$ cat config.mk
export PLATFORM = sky130hd
export DESIGN_NAME = adj_row_aggregator
export DESIGN_NICKNAME = d
export VERILOG_FILES = /design/src/rtl/gcn_pkg.sv /design/src/rtl/row_accumulator.sv /design/src/rtl/adj_row_aggregator.sv
export SDC_FILE = /design/constraint.sdc
export NUM_CORES = 1
export LEC_CHECK = 0
export BUFFER_PORTS_ARGS = -buffer_cell sky130_fd_sc_hd__buf_4
export CORE_MARGIN = 4
export CORE_UTILIZATION = 35
export DETAILED_ROUTE_END_ITERATION = 12
export MAX_ROUTING_LAYER = met4
export PLACE_DENSITY = 0.67
export SETUP_SLACK_MARGIN = 0.2
export SYNTH_ARGS = -nofsm -noshare
export SYNTH_HDL_FRONTEND = slang
export SYNTH_SLANG_ARGS = --single-unit
$ cat constraint.sdc
create_clock -name clk -period 4.75 [get_ports clk]
set_input_delay 0.2375 -clock clk [delete_from_list [all_inputs] [get_ports clk]]
set_output_delay 0.2375 -clock clk [all_outputs]
set_load 0.03 [all_outputs]
$ cat src/rtl/gcn_pkg.sv
// Shared GCN datapath constants and the adjacency-aggregation state type.
// Used by adj_row_aggregator and its downstream consumer max_finder.
package gcn_pkg;

    localparam int GCN_NUM_NODES          = 6;
    localparam int GCN_DOT_PROD_COLS      = 3;
    localparam int GCN_FMWM_WIDTH         = 16;
    localparam int GCN_ADJ_DOT_PROD_WIDTH = 16;

    typedef enum logic [2:0] {
        IDLE   = 3'd0,
        ADJ_RD = 3'd1,
        FETCH  = 3'd2,
        DRAIN  = 3'd3,
        EMIT   = 3'd4,
        DONE   = 3'd5
    } agg_state_t;

endpackage

$ cat src/rtl/row_accumulator.sv
// Parallel per-column wrapping adders; sum_next exposes the post-add value
// so the owner can capture a final row in the same cycle as the last add.
module row_accumulator #(
    parameter int COLS  = 3,
    parameter int IN_W  = 16,
    parameter int ACC_W = 16
) (
    input  logic             clk,
    input  logic             reset,
    input  logic             clear,
    input  logic             add_en,
    input  logic [IN_W-1:0]  addend   [0:COLS-1],
    output logic [ACC_W-1:0] sum_next [0:COLS-1]
);

    logic [ACC_W-1:0] sum [0:COLS-1];

    // Unsigned zero-extension; overflow wraps modulo 2^ACC_W.
    always_comb begin
        for (int i = 0; i < COLS; i++) begin
            sum_next[i] = sum[i] + (add_en ? ACC_W'(addend[i]) : '0);
        end
    end

    always_ff @(posedge clk or negedge reset) begin
        if (!reset) begin
            sum <= '{default: '0};
        end else if (clear) begin
            sum <= '{default: '0};
        end else begin
            sum <= sum_next;
        end
    end

endmodule

$ cat src/rtl/adj_row_aggregator.sv
// Sums the FM x WM rows of every neighbour named in one adjacency row, one
// node at a time, and presents each aggregated row for a single cycle.
module adj_row_aggregator
    import gcn_pkg::*;
#(
    parameter int NUM_NODES          = GCN_NUM_NODES,
    parameter int DOT_PROD_COLS      = GCN_DOT_PROD_COLS,
    parameter int FMWM_WIDTH         = GCN_FMWM_WIDTH,
    parameter int ADJ_DOT_PROD_WIDTH = GCN_ADJ_DOT_PROD_WIDTH,
    parameter int NODE_ADDR_WIDTH    = $clog2(NUM_NODES)
) (
    input  logic                          clk,
    input  logic                          reset,
    input  logic                          start,
    output logic                          adj_read_en,
    output logic [NODE_ADDR_WIDTH-1:0]    adj_read_address,
    input  logic [NUM_NODES-1:0]          adj_read_data,
    output logic                          fm_wm_read_en,
    output logic [NODE_ADDR_WIDTH-1:0]    fm_wm_read_address,
    input  logic [FMWM_WIDTH-1:0]         fm_wm_read_data   [0:DOT_PROD_COLS-1],
    output logic                          is_read_row,
    output logic [NODE_ADDR_WIDTH-1:0]    row_index,
    output logic [ADJ_DOT_PROD_WIDTH-1:0] ADJ_FM_WM_Row     [0:DOT_PROD_COLS-1],
    output logic [ADJ_DOT_PROD_WIDTH-1:0] r_ADJ_FM_WM_Row   [0:DOT_PROD_COLS-1],
    output logic                          busy,
    output logic                          done
);

    localparam logic [NODE_ADDR_WIDTH-1:0] LAST_NODE = NODE_ADDR_WIDTH'(NUM_NODES - 1);

    agg_state_t                    state;
    logic [NODE_ADDR_WIDTH-1:0]    row;
    logic [NODE_ADDR_WIDTH-1:0]    col;
    logic [NODE_ADDR_WIDTH-1:0]    prev_col;
    logic [NUM_NODES-1:0]          adj_row_q;
    logic                          start_armed;
    logic                          acc_clear;
    logic                          acc_add;
    logic [ADJ_DOT_PROD_WIDTH-1:0] acc_next [0:DOT_PROD_COLS-1];

    assign prev_col = col - NODE_ADDR_WIDTH'(1);

    // Memory returns lag the address by one cycle, so each FETCH cycle adds
    // the column requested in the previous one; DRAIN adds the final column.
    always_comb begin
        acc_clear = (state == ADJ_RD);
        acc_add   = 1'b0;
        if (state == FETCH && col != '0) begin
            acc_add = adj_row_q[prev_col];
        end else if (state == DRAIN) begin
            acc_add = adj_row_q[NUM_NODES-1];
        end
    end

    row_accumulator #(
        .COLS  (DOT_PROD_COLS),
        .IN_W  (FMWM_WIDTH),
        .ACC_W (ADJ_DOT_PROD_WIDTH)
    ) u_row_accumulator (
        .clk      (clk),
        .reset    (reset),
        .clear    (acc_clear),
        .add_en   (acc_add),
        .addend   (fm_wm_read_data),
        .sum_next (acc_next)
    );

    assign adj_read_en        = (state == ADJ_RD);
    assign adj_read_address   = row;
    assign fm_wm_read_en      = (state == FETCH);
    assign fm_wm_read_address = col;
    assign is_read_row        = (state == EMIT);
    assign done               = (state == DONE);
    assign busy               = (state != IDLE);

    always_ff @(posedge clk or negedge reset) begin
        if (!reset) begin
            state           <= IDLE;
            row             <= '0;
            col             <= '0;
            adj_row_q       <= '0;
            start_armed     <= 1'b0;
            row_index       <= '0;
            ADJ_FM_WM_Row   <= '{default: '0};
            r_ADJ_FM_WM_Row <= '{default: '0};
        end else begin
            // A start coinciding with the first edge after reset release is dropped.
            start_armed <= 1'b1;
            case (state)
                IDLE: begin
                    if (start && start_armed) begin
                        row   <= '0;
                        state <= ADJ_RD;
                    end
                end
                ADJ_RD: begin
                    col   <= '0;
                    state <= FETCH;
                end
                FETCH: begin
                    if (col == '0) begin
                        adj_row_q <= adj_read_data;
                    end
                    if (col == LAST_NODE) begin
                        state <= DRAIN;
                    end else begin
                        col <= col + NODE_ADDR_WIDTH'(1);
                    end
                end
                DRAIN: begin
                    ADJ_FM_WM_Row <= acc_next;
                    row_index     <= row;
                    state         <= EMIT;
                end
                EMIT: begin
                    r_ADJ_FM_WM_Row <= ADJ_FM_WM_Row;
                    if (row == LAST_NODE) begin
                        state <= DONE;
                    end else begin
                        row   <= row + NODE_ADDR_WIDTH'(1);
                        state <= ADJ_RD;
                    end
                end
                DONE: begin
                    state <= IDLE;
                end
                default: begin
                    state <= IDLE;
                end
            endcase
        end
    end

endmodule

# Word-level counts from Yosys, hierarchy flattened
# Cells that the tools add are included.
# op_classes
n_addsub	6
magnitude_cmp	1
n_eq_ne	11
mux	17
reduce_logical	12
# ops
operator	count
16-bit adder	3
16-bit 2-to-1 mux	3
48-bit 2-to-1 mux	1
3-bit 2-to-1 mux	6
3-bit one-hot mux with 5 select lines	1
3-bit equality test, second input constant	4
3-bit one-hot mux with 2 select lines	2
3-bit by 1-bit adder with 3-bit output, second input constant	2
3-bit by 2-bit equality test with 1-bit output, second input constant	2
3-bit logical NOT	2
2-bit != test, second input constant	3
2-bit AND reduction	3
3-bit nonzero test	2
3-bit by 4-bit < comparator with 1-bit output, second input constant	1
2-bit nonzero test	2
1-bit binary-select mux with 3-bit select	1
3-bit by 1-bit equality test with 1-bit output, second input constant	1
1-bit 2-to-1 mux	3
3-bit AND reduction	1
3-bit by 1-bit subtractor with 3-bit output, second input constant	1
1-bit logical AND	2
2-bit by 1-bit != test with 1-bit output, second input constant	1
# word_totals
register_bits	163
in_bits	57
out_inout_bits	110
word_cells	62

# Depth between registers and ports, before layout
# Gate-level depths: netlist (run 1).
# depth
word_depth	7
depth_mapped	17
ltp_nobuf	16

# Hierarchy
# Synthesis (run 1) repeated with hierarchy kept, for this count alone.
# unflattened
cells_unflattened	771
hier_area_um2	8968.6
# by_module_without_submodules
module	instances	cells_each	area_per_inst_um2
adj_row_aggregator	1	293	4611.9
row_accumulator	1	478	4356.7

# Worst setup path after synthesis (run 1)
# No wires, ideal clock.
# synth_path
path_kind	register -> register
startpoint	register col[0], in the netlist fm_wm_read_address[0]
endpoint	register u_row_accumulator.sum[28] (netlist name)
setup_ns	0.065
arrival_time_ns	4.353
required_time_ns	4.685
path_slack_ns	0.332
path_stages_with_launch	18
n_path_buf	1
synth_period_minus_slack_ns	4.418
cell_sequence	dfrtp_1 inv_1 ha_1 mux4_2 a221oi_2 a2111oi_4 nor2_4 clkbuf_1 nor2b_1 ha_1 fa_1 a21oi_1 o21ai_0 a211oi_1 o21bai_1 a2111o_1 a211o_1 nand2_1
# synth_between
elab_chain_len	7
# synth_rtl
element	line	source
from (decl)	adj_row_aggregator.sv:33	logic [NODE_ADDR_WIDTH-1:0] col;
from (signal assigned)	adj_row_aggregator.sv:107	col <= col + NODE_ADDR_WIDTH'(1);
3-bit by 1-bit subtractor with 3-bit output	adj_row_aggregator.sv:41	assign prev_col = col - NODE_ADDR_WIDTH'(1);
1-bit binary-select mux with 3-bit select	adj_row_aggregator.sv:49	acc_add = adj_row_q[prev_col];
1-bit 2-to-1 mux (implied by the code)	adj_row_aggregator.sv:49	
1-bit 2-to-1 mux *	adj_row_aggregator.sv:48	if (state == FETCH && col != '0) begin
16-bit 2-to-1 mux *	row_accumulator.sv:21	sum_next[i] = sum[i] + (add_en ? ACC_W'(addend[i]) : '0);
16-bit adder *	row_accumulator.sv:21	
48-bit 2-to-1 mux *	row_accumulator.sv:28	end else if (clear) begin
to (signal assigned)	row_accumulator.sv:31	sum <= sum_next;
to (decl)	row_accumulator.sv:16	logic [ACC_W-1:0] sum [0:COLS-1];
# Every way passes the cells marked *; elsewhere a longest branch is shown, timed or not. The select of a mux whose other input is x is not followed.
# A chain may end at the register's enable or synchronous reset.

# Worst setup path in the final report (run 1)
# Same ends and word-level chain as after synthesis.

==> results of run 1 <==
==> cell usage after synthesis, types with 2 or more instances <==
cell type,count
o21bai_1,5
clkbuf_1,24
nand2b_1,4
a21oi_1,33
fa_1,3
a21o_1,12
nor2_1,67
o21ai_0,66
or2_2,2
and2b_1,14
ha_1,51
nor3_1,4
o21a_1,5
a2111oi_0,2
and2_1,2
and3_1,2
nor2b_1,39
nand2_1,211
o31ai_1,2
a211oi_1,5
xnor2_1,26
xor2_1,18
o21ai_1,3
o22ai_1,2
dlygate4sd1_1,2
dfrtp_1,163
buf_2,2
nand3_1,7
inv_1,22
and2b_2,2
o21ai_2,3
a31oi_1,3
a22oi_1,2
nand4_1,3
mux2_2,15
==> layout by cell type (no fill, tap or decap), drive strengths merged, types with 26 or more instances in the layout <==
cell type,synthesis,routed
xnor2,26,26
nor2,68,68
inv,22,30
nor2b,39,39
o21ai,72,72
dfrtp,163,163
a21oi,33,33
nand2,212,212
ha,51,51
buf,4,181
==> critical path, cell delays in order (launching register included) <==
cell,delay (ns)
dfrtp_2,0.41
inv_1,0.08
ha_1,0.36
mux4_2,0.38
a221oi_4,0.34
a2111oi_4,0.09
nor2_4,0.18
buf_4,0.17
nor2b_1,0.05
ha_1,0.21
fa_1,0.41
a21oi_1,0.17
o21ai_1,0.14
a211oi_1,0.25
o21bai_1,0.12
a2111o_1,0.48
a211o_1,0.31
nand2_1,0.06
==> cell type report <==
cell class,count,area share
Clock buffer,18,0.0419
Timing Repair Buffer,182,0.131
Clock inverter,14,0.0136
Sequential cell,163,0.390
Inverter,23,0.00825
Tap cell,313,0.0374
Multi-Input combinational cell,640,0.378
==> power groups by stage <==
| stage | combinational [mW] | clock (mW) | sequential [mW] |
|---|---|---|---|
| after floorplan | 0.704 | 0 | 2.97 |
| after global placement | 2.41 | 0 | 2.20 |
| after detailed placement | 2.45 | 0 | 2.21 |
| after CTS | 2.45 | 1.40 | 2.19 |
| after global routing | 2.63 | 1.46 | 2.26 |
| final | 2.43 | 1.36 | 2.18 |
==> layer usage <==
metal	share of wire	track usage	up-vias
met5	0	-	-
li1	-	-	3194
met4	0.014	0.0427	0
met1	0.47	0.204	3042
met2	0.48	0.260	115
met3	0.039	0.0339	19
==> sequential cells by signal, summed over array words and instances (netlist names), 3 cells and up <==
| signal | count |
|---|---|
| state | 3 |
| r_ADJ_FM_WM_Row | 48 |
| fm_wm_read_address | 3 |
| adj_row_q | 6 |
| row_index | 3 |
| ADJ_FM_WM_Row | 48 |
| u_row_accumulator.sum | 48 |
| adj_read_address | 3 |
==> repair_timing <==
| item | CTS | global route |
|---|---|---|
| setup endpoints to repair | 11 | 32 |
| hold buffers | 1 | 0 |
| pin swaps | 1 | 2 |
| endpoints found under the hold margin | 91 | 0 |
| gates resized for setup | 0 | 9 |
| buffers inserted | 2 | 2 |
==> per-stage QoR <==
stage	power [mW]	cells	hold WS, ns	cell area [um2]	utilization
finish	5.97	1353	0.0486	10500	0.458
global route	6.35	1353	0.0257	10500	0.458
CTS	6.04	1351	0.0291	10400	0.456
detailed placement	4.65	1316	0.398	9810	0.429
global placement	4.61	1316	0.393	9810	0.429
floorplan	3.68	856	-0.0581	8200	-
==> cell families after synthesis <==
| kind of cell | Yosys count | synth area share |
|---|---|---|
| and+or+nand+nor | 364 | 0.196 |
| buffers and inverters | 53 | 0.0263 |
| xor gates and xnor gates | 44 | 0.0470 |
| DFF | 163 | 0.498 |
| adders and majority gates | 54 | 0.0852 |
| muxes | 18 | 0.0264 |
| AOI/OAI and AO/OA | 159 | 0.122 |
| other | 1 | 0.000457 |
==> path summary, 6_finish.rpt <==
path,startpoint,cells after the start,endpoint,slack [ns]
min,adj_read_data[2],2,adj_row_q[2],0.05
min reg2reg,r_ADJ_FM_WM_Row[24],2,r_ADJ_FM_WM_Row[24],0.47
max reg2reg,fm_wm_read_address[0],17,u_row_accumulator.sum[28],0.48
min in group asynchronous,reset,2,r_ADJ_FM_WM_Row[44],0.46
max in group asynchronous,reset,3,adj_read_address[0],3.21
max,fm_wm_read_address[0],17,u_row_accumulator.sum[28],0.48
==> results.yml, run 1 <==
synthesis:
  postSynth.asyncResetShare: 1.00
  flip_flop_and_latch_count_after_synthesis: 163
  post_synth.cell_area_avg_um2: 9.58
  synth_enable_flop_cells: 0
  postSynthCellCount: 856
  synthDistinctLibCells: 65
  synth.top_cell.area_share: 0.498
  yosysSeqAreaShare: 0.498
  yosys-top-cells-area: "dfrtp_1, nand2_1, ha_1"
  cell_area_after_synthesis_um2: 8200
  synth_top_cell_by_area: "dfrtp_1"
  yosys_most_used_dff: "dfrtp_1"
  yosysWarnings: 0
  syn_nets: 967
placement:
  gp_congestion: 0.839
  port_buffers: 166
  dp.final_hpwl_um: 14300
  pre_cts_slack_ns: 0.0227
die:
  floorplan.rows: 55
  die_w_um: 161
  die_area_um2: 25900
  initial_utilization: 0.359
  die_h_um: 161
  boundaryPins: 167
  area_inside_the_core_boundary_um2: 22800
power_and_ir_drop:
  leakage_nw: 5.21
  power.internal_mw: 3.53
  total_switching_power_mw: 2.43
  seqPwrFrac: 0.365
  p_sw_frac: 0.407
  pwr-share-clk: 0.228
  power.density_nw_per_um2: 570
  max-vdd-ir-drop_mv: 0.293
  share_comb_of_total_power: 0.407
drt:
  drtPass1Iterations: 4
  routedWlPerCell_um: 14.7
  via_per_inst: 4.71
  wirelength_um: 19900
  via_count: 6370
  drt_iter0_markers: 285
  postRouteAntennaNets: 0
  route.detailed.drc: 0
clocking:
  ctsHtreeMaxLevel: 4
  clock_insertion_delay_worst_skew_ns: 0.42
  clk_pin_slew_worst_paths_ns: 0.07
  clock-root-buffer: "clkbuf_16"
  clk_path_buf_depth: 2
  tritoncts.num_buffers: 17
  cts_tree: "yes"
  cts.sinks: 163
timing:
  finClkSkew_ns: 0.0100
  max_slew.worst_pin.slew_ns: 0.939
  finalCriticalPeriod_ns: 4.27
  setup_viol: 0
  timing.final.ws_setup_ns: 0.483
  min_period_over_period: 0.898
  unrepaired_setup_endpoints_after_global_routing: "no"
  timing.fmax_mhz: 234
  max_slew_margin: 0.374
  final-max-slew-violation-count: 0
  finalHoldViolCount: 0
  fin_setup_tns_ns: 0
worst_setup_path:
  critical_path.endpoint_type: "flip-flop"
  worstPathMaxFanout: 5
  worst_setup_sp_type: "flip-flop"
  critical_path_arrival_ns: 4.62
  critPathRequiredTime_ns: 5.11
  timing.setup.critical_path_class: "flip-flop to flip-flop"
status:
  run_status: "complete, no violations"
worst_hold_path:
  worstHoldPathType: "input pin to flip-flop"
layout:
  multi_input_gate_area_um2: 3960
  antennaDiodeCount: 0
  area_growth_pct: 27.7
  final_nets: 1138
  sequential_cell_area_in_the_final_layout_um2: 4080
  final_layout_size_suffix_gt1_frac: 0.245
  fillerInstances: 2277
global_routing:
  grt_antenna_before_repair: 0
  total_congestion_overflow_after_global_routing: 0
  grt_pass1_vias: 6484
  grt_pass1_wl_um: 32900
  all_layer_gr_usage: 0.160
  grt_start_max_net_pins: 97
flow_run:
  max_cap_viol_count: 0
Note: power is estimated with default switching activity, not from simulation.
==> inputs of run 2 (changes only) <==
--- a/config.mk
+++ b/config.mk
@@ -7,5 +7,5 @@
 export LEC_CHECK = 0
 export BUFFER_PORTS_ARGS = -buffer_cell sky130_fd_sc_hd__buf_4
-export CORE_MARGIN = 4
+export CORE_MARGIN = 1
 export CORE_UTILIZATION = 35
 export DETAILED_ROUTE_END_ITERATION = 12
==> constraint.sdc (replaced) <==
create_clock -name clk -period 4.75 [get_ports clk]
set_input_delay 0.475 -clock clk [delete_from_list [all_inputs] [get_ports clk]]
set_output_delay 0.475 -clock clk [all_outputs]
set_load 0.03 [all_outputs]
==> run 2 against run 1 <==
Net effect:
- core utilization is essentially flat
- sequential share of layout area up 0.15 points
- largest cell class unchanged
- final cell count down 0.30%
- clock power hardly changed
- fmax is 0.93% lower
- clock skew about the same
- critical path type unchanged
==> results.yml, run 2 (same netlist as run 1, synthesis figures left out) <==
die:
  area_inside_the_core_boundary_um2: 22800
  floorplan.rows: 55
  die_area_um2: 24000
  die_h_um: 155
  initial_utilization: 0.360
  die_w_um: 155
  boundaryPins: 167
placement:
  port_buffers: 166
  pre_cts_slack_ns: 0.200
  dp.final_hpwl_um: 14100
  numPlacedInstances: 1316
  gp_congestion: 0.879
  detailed_place.area_um2: 9810
drt:
  drtPass1Iterations: 5
  wirelength_um: 19900
  postRouteAntennaNets: 0
  drt_iter0_markers: 334
  via_per_inst: 4.77
  routedWlPerCell_um: 14.8
  via_count: 6432
  route.detailed.drc: 0
layout:
  final_cell_count_without_fillers: 1349
  fin_util: 0.458
  final_instance_area_um2: 10400
  area_growth_pct: 27.2
  final_nets: 1134
  highest_count_cells_in_the_layout_ignoring_fill_and_taps: "nand2_1, buf_4, dfrtp_1"
  fillerInstances: 2144
  layout_commonest_cell: "nand2_1"
  final_layout_size_suffix_gt1_frac: 0.238
  reg_top3: "ADJ_FM_WM_Row x48, r_ADJ_FM_WM_Row x48, u_row_accumulator.sum x48"
  antennaDiodeCount: 0
clocking:
  clk_pin_slew_worst_paths_ns: 0.07
  tritoncts.num_buffers: 17
  cts-hold-fix-buffers: 0
  clock_insertion_delay_worst_skew_ns: 0.42
  clock-root-buffer: "clkbuf_16"
  cts.sinks: 163
  clk_path_buf_depth: 2
  ctsHtreeMaxLevel: 4
  cts_tree: "yes"
global_routing:
  grt_pass1_wl_um: 32400
  grt_antenna_before_repair: 0
  all_layer_gr_usage: 0.176
  grt_start_max_net_pins: 97
  total_congestion_overflow_after_global_routing: 0
  grt_pass1_vias: 6482
worst_setup_path:
  timing.setup.critical_path_class: "flip-flop to flip-flop"
  worst_setup_sp_type: "flip-flop"
  critPathRequiredTime_ns: 5.01
  critical_path.endpoint_type: "flip-flop"
  critical_path_arrival_ns: 4.57
  worstPathMaxFanout: 11
  worstRegToRegCells: 17
timing:
  max_slew_margin: 0.361
  finClkSkew_ns: 0.00997
  setup_viol: 0
  min_period_over_period: 0.907
  finalCriticalPeriod_ns: 4.31
  unrepaired_setup_endpoints_after_global_routing: "yes"
  final-max-slew-violation-count: 0
  timing.final.ws_setup_ns: 0.443
  fin_setup_tns_ns: 0
  final.hold.worst_slack_ns: 0.110
  timing.fmax_mhz: 232
  finalHoldViolCount: 0
  max_slew.worst_pin.slew_ns: 0.959
power_and_ir_drop:
  max-vdd-ir-drop_mv: 0.378
  leakage_nw: 5.20
  power.density_nw_per_um2: 575
  fin_total_pwr_mw: 5.99
worst_hold_path:
  worstHoldPathType: "input pin to asynchronous set/reset pin"
flow_run:
  max_cap_viol_count: 0
status:
  run_status: "complete, no violations"
run 2: cell types whose count changed in the layout (fill, tap and decap cells not counted), moves of 2 or more:
cell      previous run  this run
clkbuf_1             0         2
inv_6                6         2
buf_4              180       176
clkbuf_8             1         4
run 2: path summary, 6_finish.rpt:
| path | end | start | slack (ns) |
|---|---|---|---|
| worst max-delay path | ADJ_FM_WM_Row[12] | fm_wm_read_address[1] | 0.44 |
| worst max register to register | ADJ_FM_WM_Row[12] | fm_wm_read_address[1] | 0.44 |
| worst min-delay path | r_ADJ_FM_WM_Row[40] | reset | 0.11 |
| min in group clk | adj_row_q[4] | adj_read_data[4] | 0.29 |
| max in group asynchronous | ADJ_FM_WM_Row[30] | reset | 3.58 |
| worst min register to register | r_ADJ_FM_WM_Row[36] | r_ADJ_FM_WM_Row[36] | 0.47 |
run 2: power by group:
group	internal [mW]	leakage (nW)	total (mW)	switching [mW]
clock	0.784	0.280	1.37	0.584
sequential	1.87	1.93	2.20	0.334
combinational	0.916	3.00	2.42	1.51
total	3.57	5.20	5.99	2.43
run 2: area by class of cell:
class                           count  area [um2]  area share
Sequential cell                   163        4080       0.391
Multi-Input combinational cell    640        3940       0.377
Timing Repair Buffer              178        1350       0.130
Clock buffer                       23         488      0.0468
Tap cell                          313         392      0.0376
Clock inverter                      9        93.8     0.00900
Inverter                           23        86.3     0.00828
run 2: metal layers:
layer / GRT usage / share of wire / vias up
met3: 0.0326 / 0.036 / 17
li1: - / - / 3186
met5: - / 0 / -
met1: 0.217 / 0.46 / 3108
met2: 0.295 / 0.50 / 121
met4: 0.0514 / 0.0099 / 0
run 2: timing repair:
| item | CTS | global route |
|---|---|---|
| pin swaps | 0 | 1 |
| setup endpoints to repair | 1 | 18 |
| gates resized for setup | 1 | 3 |
| setup buffers | 0 | 1 |
run 2: critical path, cell delays in order (launching register included):
cell	delay [ns]
dfrtp_1	0.37
inv_1	0.10
ha_1	0.37
mux4_2	0.36
a221oi_2	0.36
a2111oi_4	0.10
nor2_4	0.15
buf_12	0.13
buf_4	0.16
and2b_1	0.20
ha_1	0.33
a21oi_1	0.19
o21ai_0	0.16
a2111oi_2	0.43
o311ai_0	0.19
a21oi_1	0.23
xor2_1	0.21
o21ai_0	0.10
